[config.mk]
export PLATFORM = sky130hd
export DESIGN_NAME = mem_responder
export DESIGN_NICKNAME = d
export VERILOG_FILES = /design/src/rtl/mem_resp_pkg.sv /design/src/rtl/mem_resp_ram.sv /design/src/rtl/mem_responder.sv
export SDC_FILE = /design/constraint.sdc
export NUM_CORES = 2
export LEC_CHECK = 0
export CORE_MARGIN = 5
export CORE_UTILIZATION = 50
export DETAILED_ROUTE_END_ITERATION = 16
export PLACE_DENSITY = 0.68
export SYNTH_ARGS = -nofsm -noshare
export SYNTH_HDL_FRONTEND = slang
export SYNTH_HIERARCHICAL = 1
export SYNTH_SLANG_ARGS = --single-unit
[constraint.sdc]
create_clock -name clk -period 6.32 [get_ports clk]
set_input_delay 0.948 -clock clk [delete_from_list [all_inputs] [get_ports clk]]
set_output_delay 0.948 -clock clk [all_outputs]
set_load 0.1 [all_outputs]
[src/rtl/mem_resp_pkg.sv]
// Shared constants and byte-lane helpers for the mem_responder memory slice.
package mem_resp_pkg;

    localparam logic [1:0] ST_IDLE = 2'd0;
    localparam logic [1:0] ST_WAIT = 2'd1;
    localparam logic [1:0] ST_RESP = 2'd2;

    localparam int CNT_W = 4;

    typedef enum logic [1:0] {
        S_IDLE = ST_IDLE,
        S_WAIT = ST_WAIT,
        S_RESP = ST_RESP
    } state_e;

    function automatic logic [3:0] lane_strobe(input logic [1:0] lane, input logic byte_en);
        logic [3:0] strobe;
        if (byte_en) begin
            strobe = 4'b0001 << lane;
        end else begin
            strobe = 4'b1111;
        end
        return strobe;
    endfunction

    function automatic logic [7:0] lane_byte(input logic [31:0] word, input logic [1:0] lane);
        logic [7:0] b;
        case (lane)
            2'd0:    b = word[7:0];
            2'd1:    b = word[15:8];
            2'd2:    b = word[23:16];
            2'd3:    b = word[31:24];
            default: b = 8'd0;
        endcase
        return b;
    endfunction

    // Byte writes replicate the low byte so any enabled lane sees it.
    function automatic logic [31:0] lane_wdata(input logic [31:0] wdata, input logic byte_en);
        logic [31:0] d;
        if (byte_en) begin
            d = {4{wdata[7:0]}};
        end else begin
            d = wdata;
        end
        return d;
    endfunction

endpackage

[src/rtl/mem_resp_ram.sv]
// Word array with synchronous byte-lane writes and combinational read.
module mem_resp_ram #(
    parameter int DEPTH_WORDS = 64,
    parameter int AW          = 6
) (
    input  logic          clk,
    input  logic          we,
    input  logic [3:0]    lane_en,
    input  logic [AW-1:0] idx,
    input  logic [31:0]   wdata,
    output logic [31:0]   rdata
);

    logic [31:0] mem_q [DEPTH_WORDS];

    // Lane-masked write; contents are deliberately not reset.
    always_ff @(posedge clk) begin
        if (we) begin
            for (int l = 0; l < 4; l++) begin
                if (lane_en[l]) begin
                    mem_q[idx][8*l +: 8] <= wdata[8*l +: 8];
                end
            end
        end
    end

    assign rdata = mem_q[idx];

endmodule

[src/rtl/mem_responder.sv]
// Wait-stated memory responder: IDLE/WAIT/RESP FSM in front of mem_resp_ram.
// Optional range/alignment checking is enabled by defining MEM_RESP_ERR_EN.
module mem_responder
    import mem_resp_pkg::*;
#(
    parameter int DEPTH_WORDS = 64,
    parameter int WAIT_CYCLES = 2
) (
    input  logic        clk,
    input  logic        reset,
    input  logic        req,
    input  logic        we,
    input  logic        byte_en,
    input  logic [31:0] addr,
    input  logic [31:0] wdata,
    output logic        ready,
    output logic [31:0] rdata,
    output logic        err,
    output logic        busy
);

    localparam int AW = (DEPTH_WORDS > 1) ? $clog2(DEPTH_WORDS) : 1;
    localparam logic [CNT_W-1:0] CNT_INIT =
        (WAIT_CYCLES == 0) ? {CNT_W{1'b0}} : CNT_W'(WAIT_CYCLES - 1);

    state_e           state_q, state_d;
    logic [CNT_W-1:0] cnt_q, cnt_d;
    logic             we_q, we_d;
    logic             be_q, be_d;
    logic [31:0]      addr_q, addr_d;
    logic [31:0]      wdata_q, wdata_d;
    logic             err_s;
    logic             ram_we_s;
    logic [31:0]      ram_rdata_s;

    // State, counter and request capture registers.
    always_ff @(posedge clk) begin
        if (!reset) begin
            state_q <= S_IDLE;
            cnt_q   <= {CNT_W{1'b0}};
            we_q    <= 1'b0;
            be_q    <= 1'b0;
            addr_q  <= 32'd0;
            wdata_q <= 32'd0;
        end else begin
            state_q <= state_d;
            cnt_q   <= cnt_d;
            we_q    <= we_d;
            be_q    <= be_d;
            addr_q  <= addr_d;
            wdata_q <= wdata_d;
        end
    end

    // Next-state logic; inputs are only looked at in IDLE.
    always_comb begin
        state_d = state_q;
        cnt_d   = cnt_q;
        we_d    = we_q;
        be_d    = be_q;
        addr_d  = addr_q;
        wdata_d = wdata_q;
        case (state_q)
            S_IDLE: begin
                if (req) begin
                    we_d    = we;
                    be_d    = byte_en;
                    addr_d  = addr;
                    wdata_d = wdata;
                    if (WAIT_CYCLES == 0) begin
                        state_d = S_RESP;
                    end else begin
                        state_d = S_WAIT;
                        cnt_d   = CNT_INIT;
                    end
                end else begin
                    state_d = S_IDLE;
                end
            end
            S_WAIT: begin
                if (cnt_q == {CNT_W{1'b0}}) begin
                    state_d = S_RESP;
                end else begin
                    cnt_d = cnt_q - {{(CNT_W-1){1'b0}}, 1'b1};
                end
            end
            S_RESP:  state_d = S_IDLE;
            default: state_d = S_IDLE;
        endcase
    end

`ifdef MEM_RESP_ERR_EN
    assign err_s = (addr_q[31:2] >= 30'(DEPTH_WORDS)) || (!be_q && (addr_q[1:0] != 2'd0));
`else
    logic unused_addr_s;
    assign unused_addr_s = ^addr_q[31:2+AW];
    assign err_s         = 1'b0;
`endif

    // Reset gates the commit so an aborted access never reaches the RAM.
    assign ram_we_s = (state_q == S_RESP) && we_q && !err_s && reset;

    mem_resp_ram #(
        .DEPTH_WORDS(DEPTH_WORDS),
        .AW         (AW)
    ) u_ram (
        .clk    (clk),
        .we     (ram_we_s),
        .lane_en(lane_strobe(addr_q[1:0], be_q)),
        .idx    (addr_q[2 +: AW]),
        .wdata  (lane_wdata(wdata_q, be_q)),
        .rdata  (ram_rdata_s)
    );

    // Response outputs decode directly from the state register.
    always_comb begin
        ready = 1'b0;
        busy  = 1'b0;
        err   = 1'b0;
        rdata = 32'd0;
        if (state_q == S_RESP) begin
            ready = 1'b1;
            busy  = 1'b1;
            err   = err_s;
            if (!we_q && !err_s) begin
                if (be_q) begin
                    rdata = {24'd0, lane_byte(ram_rdata_s, addr_q[1:0])};
                end else begin
                    rdata = ram_rdata_s;
                end
            end else begin
                rdata = 32'd0;
            end
        end else begin
            busy = (state_q != S_IDLE);
        end
    end

endmodule

Word-level counts from Yosys, hierarchy flattened
Memory sizes are Yosys's and may differ from the RTL's. A register that Yosys moved wholly into a read port is not among the register bits.
Cells that the tools add are included.
- input port bits: 69
- memory bits (writable): 2048
- register bits after elaboration: 48
- memories: 1
- word-level logic and storage cells: 54
- bits in read-only memories: 0
- bits in latches: 0
- output and inout port bits: 35
- memories (memory ; depth ; width ; read ports ; clocked after Yosys merged registers in ; wr ports ; line ; source):
    u_ram.mem_q ; 64 ; 32 ; 1 ; 1 ; 1 ; mem_resp_ram.sv:14 ; logic [31:0] mem_q [DEPTH_WORDS];
- reduce and logical (&&, ||, !) cells: 9
- order comparisons: 0
- muxes and demuxes: 28
- equality and inequality tests: 8
- $add $sub $neg: 1
- shifts and indexed selects: 1
- multipliers: 0
- divide/modulo/power cells: 0
- bitwise gates (word level): 0
- operators with widths (cell ; number):
    2-to-1 mux 32 bit ; 4
    case mux 8 bit (4 select lines) ; 1
    2-to-1 mux 1 bit ; 15
    2-to-1 mux 4 bit ; 3
    2-to-1 mux 6 bit ; 2
    case mux 4 bit (2 select lines) ; 1
    == test 2 bit, second input constant ; 3
    != test 2 bit, second input constant ; 3
    == test 2 x 1 -> 1 bit, second input constant ; 2
    zero test 2 bit ; 2
    zero test 4 bit ; 1
    case mux 2 bit (2 select lines) ; 1
    nonzero test 2 bit ; 2
    << shifter 1 x 2 -> 4 bit, first input constant ; 1
    subtractor 4 x 1 -> 4 bit, second input constant ; 1
    AND reduction 3 bit ; 1
    logical AND 1 bit ; 2
    2-to-1 mux 2 bit ; 1
    AND reduction 2 bit ; 1

Depth between registers and ports, before layout
- depth in word-level cells: 5
- gate-level depth with buffers: 14

By module
The synthesis kept the hierarchy.
- by module, submodules not included (module ; area an instance (µm²) ; times used ; cells an instance):
    mem_resp_ram ; 78407.7 ; 1 ; 4614
    mem_responder ; 2611.3 ; 1 ; 352

Least setup slack after synthesis
Ideal clock, no wire load.
- path kind: register to output
- start: reg addr_q[2] (netlist name)
- end: out rdata[7]
- path slack: 1.789 ns
- buffers on the path: 5
- stages on the path, launching flop included: 15
- data required time: 5.372 ns
- data arrival time: 3.583 ns
- path through: dfxtp_1 -> buf_6 -> nor2b_1 -> buf_2 -> buf_6 -> buf_2 -> clkbuf_1 -> a22oi_1 -> o221ai_1 -> o21ai_0 -> and4_1 -> nand3_1 -> mux2_2 -> o22ai_1 -> a21oi_1
- RTL lines (what ; line ; source):
    end, declared ; mem_responder.sv:17 ; output logic [31:0] rdata,

==> impl_metrics.csv <==
group,metric,value,unit
run_status,status,"completed",
setup_path,cp_data_arrival_time,5290,ps
place,post-place-ws,848,ps
drt,ant_nets,0,
clock_network,cts_root_buffer,"clkbuf_16",
sta,min_period,6240,ps
setup_path,worstPathMaxFanout,48,
setup_path,cpPeakStageDelay,700,ps
sta,finClkSkew,32.0,ps
synth,syn-mean-instance-area,16.3,um^2
synth,syn_nets,5036,
setup_path,crit_type,"reg -> out",
final_layout,areaGrowthSynthToFinish,12.9,%
final_layout,fin_area,0.0915,mm^2
synth,ys_types,65,
synth,ys_warn_count,6,
place,gp_congestion,0.889,
drt,drtPass1Iterations,9,
global_routing,grt_pass1_vias,47700,
final_layout,final_cell_mix,"2,048 x edfxtp_1, 507 x nor2_1, 493 x a221oi_1",
synth,ys_seq_elements,2096,
clock_network,cts_hold_buf,0,
synth,syn_area,0.0810,mm^2
run,maxCapViolations,0,
final_layout,layout.nets,5122,
drt,viasPerCell,6.83,
clock_network,clk_pin_slew,60,ps
sta,finalSetupTns,0,ps
min_path,hp-start,"wdata_q[11]",
sta,fmax,160,MHz
setup_path,cp_common_cell,"o21ai_0",
final_layout,drive_above_1_share,0.134,
sta,slew_headroom,0.145,
global_routing,grt_usage,0.288,
setup_path,setup.worst_path.start_class,"register",
final_layout,layout_commonest_cell,"edfxtp_1",
global_routing,overflow,0,
place,dpl.hpwl,149000,um
clock_network,h-tree-depth,4,
setup_path,cp_cell_sequence,"buf_4 -> nand2_1 -> or2_4 -> buf_4 -> o22ai_1 -> o21ai_0 -> o21ai_0 -> or4_1 -> o21ai_0 -> a21oi_1 -> buf_12",
clock_network,clockBufferDepth,3,
min_path,hold_class,"reg -> reg",
floorplanning,dieArea,0.170,mm^2
clock_network,clock-sinks,2096,
setup_path,crit_path_end_kind,"primary output",
floorplanning,die_x,413,um
sta,rsz0062_at_grt,"false",
sta,period_share,0.987,
synth,synth-edff-count,2048,
floorplanning,core_area,0.161,mm^2
floorplanning,initial_core_util,0.504,
clock_network,cts_made_buffers,200,
sta,tightest_slew,1280,ps
sta,final-max-slew-violation-count,0,
synth,synth_flop_cell,"edfxtp_1",
global_routing,grt_pass1_wl,351000,um
synth,async_reset_ff_frac,0,
drt,vias,50400,
drt,routed_wl,249000,um
drt,dr.first_iter.drc_count,7989,
clock_network,cts_tree,"done",
sta,finalWorstSetupSlack,81.9,ps
setup_path,crit_start,"addr_q[5]",
global_routing,grt_antenna_before_repair,12,
setup_path,slowest_stage,"or2_4",
drt,drc,0,
power,peakVddDrop,0.000294,V
clock_network,clkLatencyLatePin,840,ps
global_routing,grt_max_degree,89,
place,io_buffers,78,
setup_path,worstReg2RegStart,"addr_q[2]",
sta,hold_violations,0,
floorplanning,num_rows,147,
final_layout,postLayoutCoreUtil,0.569,
floorplanning,ios,104,
synth,ys_seq_area_frac,0.771,
synth,syn_inst,4966,
power,leakage,28.4,nW
power,p_per_area,328,mW/mm^2
drt,wl_per_cell,33.7,um
place,placed_area,0.0851,mm^2
sta,setup_viol,0,
setup_path,cp.required,5370,ps
floorplanning,die_h,413,um
-- kinds of logic (layout without fill, tap and decap cells) --
logic type / Yosys count / count (layout) / share of synthesized area
DFF: 2096 / 2096 / 0.771
and+or+nand+nor: 901 / 901 / 0.0484
buffers and inverters: 430 / 681 / 0.0239
AOI/OAI and AO/OA: 1319 / 1319 / 0.122
adders and majority gates: 1 / 1 / 0.000154
muxes: 218 / 218 / 0.0347
other: 1 / 7 / 0.0000463
-- repair_timing --
item | 4_1_cts | 5_1_grt
setup buffers | 1 | 1
resized for setup | 2 | 3
endpoints found under the setup margin | 4 | 6
-- flip-flops by register name, summed over array words and instances, names as in the netlist --
name	flops
cnt_q	4
we_q	1
u_ram/mem_q	2048
addr_q	8
be_q	1
state_q	2
wdata_q	32
-- Yosys cell counts (all sizes together) (57+ instances only) --
| master | instances | share of area |
|---|---|---|
| nand2 | 178 | 0.0082 |
| nor2 | 510 | 0.024 |
| buf | 216 | 0.014 |
| edfxtp | 2048 | 0.76 |
| mux2 | 84 | 0.012 |
| mux2i | 92 | 0.011 |
| clkbuf | 181 | 0.0084 |
| a22oi | 291 | 0.027 |
| o22ai | 143 | 0.011 |
| nor3 | 57 | 0.0036 |
| a221oi | 493 | 0.053 |
| o21ai | 160 | 0.0099 |
| a21oi | 73 | 0.0045 |
-- area by class of cell --
type | count | area [um^2]
Fill cell | 12200 | 69300
Clock buffer | 264 | 5440
Timing Repair Buffer | 281 | 2840
Clock inverter | 103 | 815
Antenna cell | 6 | 15.0
Sequential cell | 2096 | 62500
Tap cell | 2160 | 2700
Inverter | 33 | 144
Multi-Input combinational cell | 2440 | 17000
-- power by group --
| part | internal [W] | switching, W | leakage (nW) |
|---|---|---|---|
| Sequential | 0.0154 | 0.0000634 | 19.0 |
| Combinational | 0.000809 | 0.00212 | 6.27 |
| Clock | 0.00651 | 0.00501 | 3.05 |
| Total | 0.0228 | 0.00720 | 28.4 |
-- worst max-delay path, delay by kind of cell, from the launching register on --
kind                   cells  cell delay [ps]
AOI/OAI and AO/OA          5             1500
buffers and inverters      3             1010
DFF                        1              520
and+or+nand+nor            3             1380
-- metrics by stage --
stage / power [W] / hold slack (ps) / std cells
after floorplan: 0.0173 / 432 / 4966
after global placement: 0.0186 / 451 / 7008
after detailed placement: 0.0186 / 453 / 7008
after CTS: 0.0299 / 461 / 7376
after global routing: 0.0308 / 483 / 7377
final: 0.0300 / 464 / 7383
-- layer usage --
| metal | share of wire | up-vias | GRT usage |
|---|---|---|---|
| met2 | 0.44 | 3936 | 0.424 |
| li1 | - | 20500 | - |
| met3 | 0.15 | 597 | 0.0989 |
| met4 | 0.046 | 16 | 0.115 |
| met5 | 0.00044 | - | 0 |
| met1 | 0.36 | 25400 | 0.397 |
-- final timing paths --
path                    endpoint  slack [ps]  cells after the start
min                  wdata_q[11]         460                      2
max                     rdata[1]          80                     11
min reg2reg          wdata_q[11]         460                      2
max reg2reg  u_ram/mem_q[59][30]        1800                      5
Note: power is estimated with default switching activity, not from simulation.
